[config.mk]
export PLATFORM = sky130hd
export DESIGN_NAME = multicycle_control
export DESIGN_NICKNAME = d
export VERILOG_FILES = /design/src/rtl/multicycle_control.sv
export SDC_FILE = /design/constraint.sdc
export NUM_CORES = 1
export LEC_CHECK = 0
export BUFFER_PORTS_ARGS = -buffer_cell sky130_fd_sc_hd__buf_2
export CAP_MARGIN = 20
export CORE_ASPECT_RATIO = 1.2
export CORE_MARGIN = 4
export CORE_UTILIZATION = 40
export DETAILED_ROUTE_END_ITERATION = 6
export GPL_TIMING_DRIVEN = 0
export PLACE_DENSITY = 0.67
export SETUP_SLACK_MARGIN = 0.15
export SLEW_MARGIN = 20
export SYNTH_ARGS = -nofsm -noshare
export SYNTH_HDL_FRONTEND = slang
export SYNTH_SLANG_ARGS = --single-unit
[constraint.sdc]
create_clock -name clk -period 2 [get_ports clk]
set_clock_uncertainty 0.15 [all_clocks]
set_input_delay 0.4 -clock clk [delete_from_list [all_inputs] [get_ports clk]]
set_output_delay 0.4 -clock clk [all_outputs]
set_load 0.01 [all_outputs]
[src/rtl/multicycle_control.sv]
// multicycle_control: FSM sequencing fetch/decode/execute/memory/write-back with a memory
// ready handshake, illegal-opcode detection and a retired-instruction counter.
module multicycle_control #(
  parameter int OPCODE_W = 3,
  parameter int CNT_W    = 16
) (
  input  logic                clk,
  input  logic                rst_n,
  input  logic [OPCODE_W-1:0] opcode,
  input  logic                zero,
  input  logic                mem_ready,
  output logic                ir_write,
  output logic                pc_write,
  output logic                ldpc,
  output logic                mem_read,
  output logic                mem_write,
  output logic                mem_to_reg,
  output logic                reg_write,
  output logic [1:0]          alu_op,
  output logic                alu_src,
  output logic                branch,
  output logic                illegal,
  output logic                halted,
  output logic [2:0]          state,
  output logic [CNT_W-1:0]    retired
);
  typedef enum logic [2:0] {
    S_IDLE = 3'd0, S_FETCH = 3'd1, S_DECODE = 3'd2, S_EXEC = 3'd3,
    S_MEM = 3'd4, S_WB = 3'd5, S_HALT = 3'd6
  } state_t;
  localparam logic [2:0] OP_SUB = 3'd1, OP_LDI = 3'd2, OP_XOR = 3'd3,
                         OP_STR = 3'd4, OP_LDR = 3'd5, OP_BEQ = 3'd6, OP_HALT = 3'd7;
  state_t state_q, state_d;
  logic [2:0] op_q;
  logic [CNT_W-1:0] retired_q;
  logic retire, bad_op;
  logic [2:0] alu_ctl;
  assign bad_op  = |(opcode >> 3);
  assign alu_ctl = (op_q == OP_SUB || op_q == OP_BEQ) ? 3'b110 :
                   (op_q == OP_XOR)                   ? 3'b010 :
                   (op_q == OP_LDI)                   ? 3'b101 :
                   (op_q == OP_STR || op_q == OP_LDR) ? 3'b001 : 3'b000;
  assign state   = state_q;
  assign retired = retired_q;
  always_ff @(posedge clk or negedge rst_n) begin
    if (!rst_n) begin
      state_q   <= S_IDLE;
      op_q      <= '0;
      retired_q <= '0;
    end else begin
      state_q <= state_d;
      if (state_q == S_DECODE) op_q <= opcode[2:0];
      if (retire) retired_q <= retired_q + CNT_W'(1);
    end
  end
  always_comb begin
    state_d    = state_q;
    retire     = 1'b0;
    ir_write   = 1'b0;
    pc_write   = 1'b0;
    ldpc       = 1'b0;
    mem_read   = 1'b0;
    mem_write  = 1'b0;
    mem_to_reg = 1'b0;
    reg_write  = 1'b0;
    alu_op     = 2'b00;
    alu_src    = 1'b0;
    branch     = 1'b0;
    illegal    = 1'b0;
    halted     = 1'b0;
    case (state_q)
      S_IDLE: state_d = S_FETCH;
      S_FETCH: begin
        mem_read = 1'b1;
        ir_write = mem_ready;
        pc_write = mem_ready;
        state_d  = mem_ready ? S_DECODE : S_FETCH;
      end
      S_DECODE: begin
        illegal = bad_op;
        state_d = bad_op ? S_FETCH : (opcode[2:0] == OP_HALT) ? S_HALT : S_EXEC;
      end
      S_EXEC: begin
        {alu_op, alu_src} = alu_ctl;
        branch  = op_q == OP_BEQ;
        ldpc    = (op_q == OP_BEQ) & zero;
        retire  = op_q == OP_BEQ;
        state_d = (op_q == OP_BEQ) ? S_FETCH :
                  (op_q == OP_STR || op_q == OP_LDR) ? S_MEM : S_WB;
      end
      S_MEM: begin
        alu_src   = 1'b1;
        mem_write = op_q == OP_STR;
        mem_read  = op_q == OP_LDR;
        retire    = mem_ready & (op_q == OP_STR);
        state_d   = !mem_ready ? S_MEM : (op_q == OP_STR) ? S_FETCH : S_WB;
      end
      S_WB: begin
        // Loads write memory data; everything else keeps the ALU result stable through write-back.
        reg_write  = 1'b1;
        mem_to_reg = op_q == OP_LDR;
        {alu_op, alu_src} = (op_q == OP_LDR) ? 3'b000 : alu_ctl;
        retire     = 1'b1;
        state_d    = S_FETCH;
      end
      S_HALT: halted = 1'b1;
      default: state_d = S_IDLE;
    endcase
  end
endmodule
Yosys cells after proc, flatten, opt, wreduce, memory -nomap -nowiden
Index checks and enable logic that the tools add are counted.
{ "word_totals": {"regBits": 22, "elab_cells": 46, "inputBits": 7, "output_inout_bits": 32} }
{ "op_classes": {"add_sub_neg": 1, "eq_ne": 13, "muxes": 23, "n_bitwise": 2, "reduce_logical": 4} }
{ "op_table": {"columns": ["cell", "n"], "rows": [
  ["two-way mux 3 bit", 8],
  ["== test 3 bit (second input constant)", 7],
  ["one-hot mux 3 bit (6 select lines)", 1],
  ["adder 16 x 1 -> 16 bit (second input constant)", 1],
  ["== test 3 x 2 -> 1 bit (second input constant)", 4],
  ["two-way mux 1 bit", 9],
  ["== test 3 x 1 -> 1 bit (second input constant)", 2],
  ["one-hot mux 1 bit (3 select lines)", 2],
  ["one-hot mux 2 bit (2 select lines)", 1],
  ["zero test 3 bit", 1],
  ["AND 1 bit", 2],
  ["logical OR 1 bit", 2],
  ["two-way mux 2 bit", 1],
  ["one-hot mux 1 bit (2 select lines)", 1],
  ["OR reduction 2 bit", 1]
]} }

Longest topological paths before layout
{ "logic_depth": {"word_depth": 8, "depth_mapped": 6, "depth_no_buf": 5} }

Worst setup path before layout
Ideal clock, no wire load.
{ "synth_timing": {"path_type": "reg-to-reg", "from": "reg state_q[2], in the netlist state[2]", "to": "reg retired_q[1], in the netlist retired[1]", "setup_ns": 0.125, "t_arrival_ns": 1.633, "path_slack_ns": 0.093, "n_path_buf": 1, "period_less_slack_ns": 1.907, "path_stages_with_launch": 6, "required_time_ns": 1.725, "cell_sequence": "dfrtp_1 -> and2b_4 -> and2_4 -> a211oi_4 -> buf_6 -> mux2_2"} }
{ "synth_via": {"elab_chain_cells": 2, "elab_cells_between_ends": 4, "cone_classes": "3 x eq/ne; 1 x mux"} }
{ "synth_rtl": {"columns": ["item", "line_no", "source"], "rows": [
  ["start, declared", "33", "state_t state_q, state_d;"],
  ["start signal, assigned", "51", "state_q <= state_d;"],
  ["== test 3 bit or == test 3 x 2 -> 1 bit (tied branches)", "71", "case (state_q)"],
  ["one-hot mux 1 bit (3 select lines) (*)", "71", null],
  ["end signal, assigned", "53", "if (retire) retired_q <= retired_q + CNT_W'(1);"],
  ["end, declared", "35", "logic [CNT_W-1:0] retired_q;"]
]} }
Every way passes the cells marked *; elsewhere a longest branch is shown, timed or not.
A chain may end at the register's enable or synchronous reset.

Worst setup path after layout
{ "layout_timing": {"from": "reg state_q[2], in the netlist state[2]", "to": "out alu_src"} }
{ "layout_via": {"elab_chain_cells": 2, "elab_cells_between_ends": 4, "cone_classes": "3 x eq/ne; 1 x mux"} }
{ "layout_rtl": {"columns": ["item", "line_no", "source"], "rows": [
  ["== test 3 bit or == test 3 x 2 -> 1 bit (tied branches)", "71", null],
  ["one-hot mux 1 bit (3 select lines) (*)", "71", null],
  ["end, declared", "20", "output logic alu_src,"]
]} }
Marked as above.

==> flow_metrics.env <==
export IMPL_status="complete, but fails checks"
export IMPL_violations="negative setup slack"
export IMPL_yosysWarnings=0
export IMPL_avgViaCountPerCell=5.43
export IMPL_num_rows=21
export IMPL_timing_fmax_mhz=465
export IMPL_cp_arrival_ns=1.60
export IMPL_maxCapViolCount=0
export IMPL_place_area_um2=1470
export IMPL_hold_viol_final=0
export IMPL_cts_sinks=22
export IMPL_grt_pass1_wl_mm=5.43
export IMPL_die_area_um2=4050
export IMPL_synth_async_reset_ratio_pct=100
export IMPL_hpwlAfterDp_mm=2.08
export IMPL_clkLatencyLatePin_ns=0.31
export IMPL_gr_total_overflow=0
export IMPL_drt_wirelength_per_cell_um=17.1
export IMPL_dpl_worst_slack_ns=-0.0378
export IMPL_synth_edf_count=0
export IMPL_num_vias=1211
export IMPL_h_tree_depth=1
export IMPL_stdcell_area_um2=2070
export IMPL_grt_pass1_vias=1191
export IMPL_start_util_pct=42.8
export IMPL_cts_root_buf="clkbuf_4"
export IMPL_crit_fanout=3
export IMPL_setup_violations=19
export IMPL_drive_gt1_share_pct=63.5
export IMPL_required_ns=1.45
export IMPL_core_region_area_um2=2890
export IMPL_cts_buffers=3
export IMPL_fin_nets=198
export IMPL_maxSlewViolCount=0
export IMPL_rsz0062_at_grt="true"
export IMPL_grt_start_max_net_pins=23
export IMPL_postRouteAntennaNets=0
export IMPL_synth_top_cell_by_area="dfrtp_1"
export IMPL_start_kind="flop"
export IMPL_vdd_ir_drop_max_mv=0.932
export IMPL_syn_inst=119
export IMPL_die_w_um=58.8
export IMPL_synthTopCellsByArea="dfrtp_1, xor2_1, mux2_2"
export IMPL_synth_area_um2=1240
export IMPL_multi_input_area_um2=892
export IMPL_syn_area_per_cell_um2=10.4
export IMPL_final_seq_area_um2=558
export IMPL_synth_top_area_share_pct=44.5
export IMPL_antenna_found_initial=0
export IMPL_synth_seq_cells=22
export IMPL_drt_pass1_iter_count=4
export IMPL_gp_congestion=0.913
export IMPL_ys_seq_area_share_pct=44.5
export IMPL_syn2layout_area_growth_pct=67.0
export IMPL_io_pins=39
export IMPL_path_class="reg -> out"
export IMPL_syn_nets=127
export IMPL_drc=0
export IMPL_tightest_slew_ns=0.571
export IMPL_maxSlewHeadroom_pct=61.8
export IMPL_port_buffers=37
export IMPL_drt_wl_total_mm=3.82
export IMPL_cts_buffer_depth=2
export IMPL_min_period_ns=2.15
export IMPL_clkTransAtPathRegs_ns=0.12
export IMPL_grt_total_usage_pct=17.7
export IMPL_die_h_um=68.9
export IMPL_end_kind="output pin"
export IMPL_power_leakage_nw=1.14
export IMPL_cts_tree="yes"
export IMPL_fillers=194
export IMPL_worstHoldPathType="in -> reg"
export IMPL_antenna_cells=0
export IMPL_first_iter_violations=75
export IMPL_synthFlopType="dfrtp_1"
export IMPL_report_power_total_w=0.00261
export IMPL_min_period_over_period_pct=108
export IMPL_p_per_area_nw_per_um2=1260
export IMPL_ys_types=36
export IMPL_fin_ws_ns=-0.150
-- worst max-delay path, cell delays in order (launching register included) --
cell	delay, ns
dfrtp_2	0.44
and2b_2	0.26
a21oi_4	0.06
nor3b_2	0.16
a21oi_1	0.06
o221ai_1	0.16
buf_2	0.16
-- per-stage QoR --
step	TNS [ns]	util, %	hold slack, ns	instances
floorplan	0	-	-0.0456	119
global placement	-0.00854	50.8	0.236	190
detailed placement	-0.0378	50.8	0.248	190
CTS	-0.373	62.9	0.176	211
global route	-2.70	71.5	0.174	223
finish	-1.20	71.5	0.186	223
-- per-layer routing --
metal  track usage (%)  vias to the layer above  part of all wire (%)
met5                 0                        -                     0
met1              21.0                      597                    41
met3              2.23                        8                   4.7
met4              8.22                        0                   1.6
li1                  -                      554                     -
met2              31.4                       52                    53
-- kinds of logic after synthesis --
logic type	count (synthesis)	synth area share [%]
buffers and inverters	7	3.34
multiplexers	5	4.55
adder cells (fa/ha/maj)	1	1.01
AO/OA/AOI/OAI	14	7.58
XOR/XNOR	15	10.6
other	1	0.303
AND/OR/NAND/NOR	54	28.1
flip-flops	22	44.5
-- layout make-up --
class / instances / share of cell area [%]
well taps: 34 / 2.06
repair buffers: 66 / 22.8
multi-input cells: 90 / 43.2
plain buffers: 4 / 2.30
clock buffers: 4 / 1.76
inverters: 3 / 0.908
flip-flops and latches: 22 / 27.0
-- power breakdown --
part	switching (W)	leakage [nW]	internal (W)
sequential	0.000127	0.277	0.000555
clock	0.000134	0.0210	0.000111
combinational	0.000829	0.838	0.000855
-- cell usage in the layout, fill, tap and decap left out, types with 2 or more instances in the layout --
master     n
nand3_1    5
buf_4     19
nand3b_1   2
buf_2     33
nand2_1    6
and3_1     3
clkbuf_4   3
nand4_1    2
dfrtp_1   16
nand2b_2   2
clkbuf_8   2
o22ai_1    2
o21ai_0    3
mux2_2     4
xor2_1    12
xnor2_1    2
a21oi_1    3
nor3_4     5
nor2_1     3
buf_8      2
dfrtp_2    6
nor4b_4    3
nor4_4     4
nor2_4     5
buf_6     14
-- worst paths after layout --
kind | to | slack, ns | startpoint | depth (start not counted)
max | alu_src | -0.15 | state[2]$_DFFE_PN0N_ | 6
min | op_q[2]$_DFFE_PN0P_ | 0.19 | opcode[2] | 2
max reg2reg | retired[10]$_DFFE_PN0P_ | -0.10 | state[1]$_DFFE_PN0N_ | 11
min reg2reg | retired[5]$_DFFE_PN0P_ | 0.35 | retired[5]$_DFFE_PN0P_ | 1
max in group asynchronous | state[2]$_DFFE_PN0N_ | 0.92 | rst_n | 2
min in group asynchronous | retired[10]$_DFFE_PN0P_ | 0.42 | rst_n | 2
-- repair_timing --
item,in CTS,in global routing
hold buffers,1,0
endpoints found under the setup margin,26,31
gates cloned,1,0
setup buffers,15,12
endpoints found under the hold margin,22,0
resized for setup,47,32
pin swaps,15,28
-- cells in the mapped netlist (2+ instances only) --
| master | number |
|---|---|
| nand2_1 | 8 |
| nor3b_1 | 2 |
| o21ai_0 | 4 |
| nand4_1 | 2 |
| nand2b_1 | 4 |
| buf_4 | 2 |
| nor4_4 | 2 |
| o22ai_1 | 2 |
| dfrtp_1 | 22 |
| mux2_2 | 5 |
| nor4_1 | 2 |
| nand3_1 | 5 |
| inv_1 | 3 |
| nor4b_1 | 3 |
| nor3_1 | 6 |
| nand3b_1 | 2 |
| nor2_1 | 7 |
| a21oi_1 | 5 |
| xor2_1 | 12 |
| and3_1 | 3 |
| xnor2_1 | 3 |
-- state kept, by name, summed over array words and instances, names as in the netlist --
register  count
retired      16
op_q          3
state         3
Note: power is estimated with default switching activity, not from simulation.
